--- config.mk ---
export PLATFORM = sky130hd
export DESIGN_NAME = instr_sequencer
export DESIGN_NICKNAME = d
export VERILOG_FILES = /design/src/rtl/instr_sequencer.sv
export SDC_FILE = /design/constraint.sdc
export NUM_CORES = 1
export LEC_CHECK = 0
export ABC_AREA = 1
export ABC_CLOCK_PERIOD_IN_PS = 2600
export BUFFER_PORTS_ARGS = -buffer_cell sky130_fd_sc_hd__buf_2
export CORE_MARGIN = 10
export CORE_UTILIZATION = 40
export CTS_BUF_LIST = sky130_fd_sc_hd__clkbuf_2 sky130_fd_sc_hd__clkbuf_4 sky130_fd_sc_hd__clkbuf_8
export DETAILED_ROUTE_END_ITERATION = 8
export GPL_TIMING_DRIVEN = 0
export SLEW_MARGIN = 20
export SYNTH_ARGS = -nofsm -noshare
export SYNTH_HDL_FRONTEND = slang
export SYNTH_SLANG_ARGS = --single-unit
--- constraint.sdc ---
create_clock -name clock -period 2.6 [get_ports clock]
set_input_delay 0.52 -clock clock [delete_from_list [all_inputs] [get_ports clock]]
set_output_delay 0.52 -clock clock [all_outputs]
set_load 0.01 [all_outputs]
--- src/rtl/instr_sequencer.sv ---
// -----------------------------------------------------------------------------
// instr_sequencer
//
// Holds a small program memory and issues its instructions one at a time to a
// processor. Every instruction is fetched into a register, issued with a
// one-cycle strobe, and then the sequencer waits for the processor to report
// completion. If completion takes too long the sequencer stops in an error
// state until a new start is given.
//
// Parameters
//   DEPTH    program memory entries (power of two, 2..256)
//   TIMEOUT  WAIT cycles allowed for done before flagging an error (2..255)
//
// Ports
//   clock      single clock, all state changes on its rising edge
//   resetn     asynchronous active-low reset (program memory is not cleared)
//   wr_en      program-memory write strobe, honoured only in IDLE
//   wr_addr    write address
//   wr_data    instruction word to store
//   prog_len   instructions to issue, sampled when start is accepted
//   start      begin issuing from address 0 (IDLE), or leave ERROR
//   done       processor completion for the instruction in flight
//   iin        registered instruction word to the processor
//   run        one-cycle issue strobe
//   pc         address of the instruction currently held in iin
//   busy       high in every state except IDLE and ERROR
//   finished   one-cycle pulse when the program completes
//   error      high while in ERROR
//   state_dbg  current FSM state encoding, for observation only
//
// Handshake: run is a one-cycle strobe and the processor captures iin in the
// cycle run=1. The sequencer then holds iin and pc stable and waits; done is
// looked at only in WAIT, where a single cycle of done=1 completes the
// instruction. done at any other time has no effect.
// -----------------------------------------------------------------------------
module instr_sequencer #(
  parameter int DEPTH   = 16,
  parameter int TIMEOUT = 64,
  localparam int AW = $clog2(DEPTH),
  localparam int LW = AW + 1
) (
  input  logic          clock,
  input  logic          resetn,
  input  logic          wr_en,
  input  logic [AW-1:0] wr_addr,
  input  logic [15:0]   wr_data,
  input  logic [LW-1:0] prog_len,
  input  logic          start,
  input  logic          done,
  output logic [15:0]   iin,
  output logic          run,
  output logic [AW-1:0] pc,
  output logic          busy,
  output logic          finished,
  output logic          error,
  output logic [2:0]    state_dbg
);

  typedef enum logic [2:0] {
    S_IDLE   = 3'd0,
    S_FETCH  = 3'd1,
    S_ISSUE  = 3'd2,
    S_WAIT   = 3'd3,
    S_FINISH = 3'd4,
    S_ERROR  = 3'd5
  } state_t;

  state_t        state;
  logic [LW-1:0] len;
  logic [7:0]    cnt;
  logic [15:0]   mem [DEPTH];

  // Program memory has no reset so a loaded program survives a reset.
  // Writes land at the same edge that may accept start, so FETCH already
  // sees the new word.
  always_ff @(posedge clock) begin
    if (state == S_IDLE && wr_en) begin
      mem[wr_addr] <= wr_data;
    end
  end

  always_ff @(posedge clock or negedge resetn) begin
    if (!resetn) begin
      state <= S_IDLE;
      iin   <= '0;
      pc    <= '0;
      len   <= '0;
      cnt   <= '0;
    end else begin
      case (state)
        S_IDLE: begin
          if (start) begin
            if (prog_len == '0) begin
              state <= S_FINISH;
            end else begin
              // Clamp so pc never has to go past DEPTH-1.
              len   <= (prog_len > LW'(DEPTH)) ? LW'(DEPTH) : prog_len;
              pc    <= '0;
              state <= S_FETCH;
            end
          end
        end
        S_FETCH: begin
          iin   <= mem[pc];
          state <= S_ISSUE;
        end
        S_ISSUE: begin
          cnt   <= '0;
          state <= S_WAIT;
        end
        S_WAIT: begin
          if (done) begin
            if ({1'b0, pc} == len - LW'(1)) begin
              state <= S_FINISH;
            end else begin
              pc    <= pc + AW'(1);
              state <= S_FETCH;
            end
          end else begin
            // cnt counts WAIT cycles already spent; this cycle is number
            // cnt+1, so TIMEOUT-1 here means the budget is used up.
            cnt <= cnt + 8'd1;
            if (cnt == 8'(TIMEOUT - 1)) begin
              state <= S_ERROR;
            end
          end
        end
        S_FINISH: begin
          state <= S_IDLE;
        end
        S_ERROR: begin
          if (start) begin
            state <= S_IDLE;
          end
        end
        default: begin
          state <= S_IDLE;
        end
      endcase
    end
  end

  // All status outputs are pure decodes of the state register.
  assign run       = (state == S_ISSUE);
  assign finished  = (state == S_FINISH);
  assign error     = (state == S_ERROR);
  assign busy      = (state != S_IDLE) && (state != S_ERROR);
  assign state_dbg = state;

endmodule
==> results.json <==
{
  "worst_pin_slew_ps": 805.6,
  "skew_ps": 22.80,
  "fin_ws_ps": 20.21,
  "ff2ff_path_depth": 8,
  "min_period_ps": 2580,
  "diodes": 0,
  "final_util_pct": 47.57,
  "comb_power_share_pct": 30.3,
  "ys_types": 27,
  "r2r_slack_ps": 20,
  "synthSimpleGateAreaFrac_pct": 21.66,
  "groute.usage.overall_pct": 17.08,
  "cap_violations": 0,
  "clkSinkCount": 292,
  "critPathRequiredTime_ps": 2870,
  "syn-num-nets": 1098,
  "dieHeight_um": 193.6,
  "rr_endpoint": "mem[15][8]",
  "status": "finished clean",
  "pwr-share-clk_pct": 30.3,
  "dieArea_mm2": 0.03748,
  "grt_setup_unrepaired": "yes",
  "via_per_inst": 5.236,
  "ys_warn_count": 0,
  "holdCritPathClass": "input pin to asynchronous set/reset pin",
  "setup_viol": 0,
  "synth_compound_area_share_pct": 2.865,
  "worstSetupPathType": "register to register",
  "synthAdderAreaFrac_pct": 0.3114,
  "synth_area_leaders": "edfxtp_1, nand2_1, nand3_1",
  "drive_above_1_share_pct": 18.11,
  "p_leak_nw": 5.421,
  "synth_top_family_by_area": "simple AND/OR/NAND/NOR gates",
  "cp-endpoint": "mem[15][8]",
  "avgSynthCellArea_um2": 11.32,
  "drtIter0Drc": 916,
  "p_sw_share_pct": 35.57,
  "r2r-start": "state_dbg[1]",
  "p_int_w": 0.009102,
  "routabilityCongestion": 0.8643,
  "final_antenna_net_count": 0,
  "grt_pass1_vias": 8249,
  "syn_area_mm2": 0.01206,
  "grt_pass1_wl_um": 49540,
  "clk_path_buf_depth": 3,
  "final_cells": 1616,
  "pwr_density_cell_mw_per_mm2": 999.5,
  "antenna_found_initial": 0,
  "dp_cells": 1527,
  "synth_mux_area_share_pct": 0,
  "cts_buffers": 49,
  "synth_xor_area_share_pct": 0.3633,
  "synth-seq-cells": 292,
  "layout.nets": 1221,
  "die_x_um": 193.6,
  "cts-root-buf": "clkbuf_8",
  "timing.fmax_mhz": 387.6,
  "rows": 63,
  "cts_hold_buffers": 0,
  "period_share_pct": 99.22,
  "htreeDepth": 2,
  "dp_slack_ps": -132.4,
  "startpoint": "state_dbg[1]",
  "dr.pass1.iters": 7,
  "drc_errors": 0,
  "core_area_mm2": 0.02972,
  "setup.worst_path.start_class": "register",
  "tritoncts": "built",
  "synth.largest_area_cell": "edfxtp_1",
  "crit_fanout": 9,
  "syn2layout_area_growth_pct": 17.26,
  "path_clk_slew_ps": 60,
  "ios": 57,
  "hpwl_um": 22500,
  "ys_seq_area_share_pct": 71.24,
  "critPathCaptureType": "register",
  "io_buffers": 56,
  "ir_drop_mv": 0.4113,
  "hold_viol_final": 0,
  "syn_inst": 1065,
  "overflow": 0,
  "start_util_pct": 40.57,
  "wl_per_cell_um": 20.52,
  "slew_viol_final": 0,
  "holdWs_ps": 52.26,
  "grt_max_degree": 37,
  "insertion_delay_ps": 570,
  "switching_power_w": 0.005026,
  "seqPwrFrac_pct": 39.5,
  "critPathArrivalTime_ps": 2850,
  "power_w": 0.01413,
  "wirelength_um": 33160,
  "synth_top_area_share_pct": 63.77,
  "vias": 8462,
  "relSlewSlack_pct": 46.29
}
cell usage after synthesis:
cell	number
nand2_1	346
edfxtp_1	256
nand3_1	206
nor2_1	43
a21oi_1	38
dfrtp_1	36
inv_1	30
buf_2	25
buf_4	16
o21ai_1	14
clkbuf_1	9
o21ai_0	8
buf_1	5
inv_2	5
nand4_1	5
xor2_1	4
ha_1	3
nor2_4	3
o31ai_1	3
nor2_2	2
nor3_2	2
a21boi_0	1
a22o_1	1
nand3_4	1
nor3_1	1
o22ai_1	1
xnor2_1	1
cells by family (layout without fill, tap and decap cells):
group,Yosys count,after routing
xor gates and xnor gates,5,5
adders and majority gates,3,3
AOI/OAI and AO/OA,66,66
and+or+nand+nor,609,609
DFF,292,292
buffers and inverters,90,251
layout by cell type (no fill, tap or decap), types with 2 or more instances in the layout:
cell type	count
nor2_2	13
nor3_2	2
buf_1	5
clkinvlp_4	2
buf_8	8
nor2_1	26
o31ai_1	3
o21ai_1	14
edfxtp_1	256
clkbuf_4	17
nand2_1	346
xor2_1	4
o21ai_0	8
ha_1	3
buf_2	81
inv_1	30
clkinv_2	5
a21oi_1	38
nand4_1	5
dfrtp_1	36
clkbuf_1	9
clkbuf_8	50
buf_6	8
buf_4	16
nor2_4	9
clkinv_1	10
inv_2	5
nand3_1	206
bufinv_16	4
power groups by stage:
| stage | logic, W | clock network [W] | registers (W) |
|---|---|---|---|
| 4_1_cts | 0.00426 | 0.00434 | 0.00558 |
| 5_1_grt | 0.00473 | 0.00458 | 0.00561 |
| 6_report | 0.00428 | 0.00427 | 0.00558 |
| 3_3_place_gp | 0.00415 | 0 | 0.00567 |
| 3_5_place_dp | 0.00424 | 0 | 0.00567 |
| 2_1_floorplan | 0.00259 | 0 | 0.00571 |
cell type report:
| cell class | count | area (µm²) |
|---|---|---|
| Multi-Input combinational cell | 683 | 3110 |
| Tap cell | 390 | 488.0 |
| Timing Repair Buffer | 72 | 490.5 |
| Clock inverter | 22 | 214.0 |
| Clock buffer | 67 | 815.8 |
| Sequential cell | 292 | 8588 |
| Buffer | 55 | 297.8 |
| Inverter | 35 | 131.4 |
| Fill cell | 2662 | 15580 |
per-stage QoR:
step	TNS, ps	instance area (µm²)
2_1_floorplan	0	12060
3_3_place_gp	-167380	12820
3_5_place_dp	-7600	13070
4_1_cts	0	14120
5_1_grt	-4030	14140
6_report	0	14140
worst min path at each step:
stage	start	to	slack (ps)	cells after the start
after detailed placement	iin[15]	iin[15]	460	2
after floorplan	resetn	cnt[0]	220	0
after global placement	iin[7]	iin[7]	460	2
after global routing	resetn	iin[0]	90	1
final	resetn	iin[0]	50	1
after CTS	resetn	state_dbg[2]	50	1
worst max-delay path: stages, from the launching register on:
cell and delay, ps:
dfrtp_1 410, inv_1 120, nand2_1 90, nor2_2 150, inv_1 110, nor2_2 330
nand3_1 440, nor2_4 410, buf_6 210
routing by layer:
metal	global-route usage (%)	part of all wire, %	routed length, µm	vias to the layer above
met3	4.564	9.3	3079	73
met5	0	0	0	-
li1	-	-	-	3950
met4	6.066	2.6	875	0
met2	25.69	45	14980	370
met1	23.26	43	14230	4069
registers in the layout, indices dropped and copies added, names as in the netlist:
register   count
mem          256
iin           16
cnt            8
len            5
pc             4
state_dbg      3
timing repair:
| item | CTS | global route |
|---|---|---|
| endpoints found under the setup margin | 93 | 80 |
| pin swaps | 0 | 0 |
| setup buffers | 0 | 0 |
| resized for setup | 4 | 3 |
Note: power is estimated with default switching activity, not from simulation.
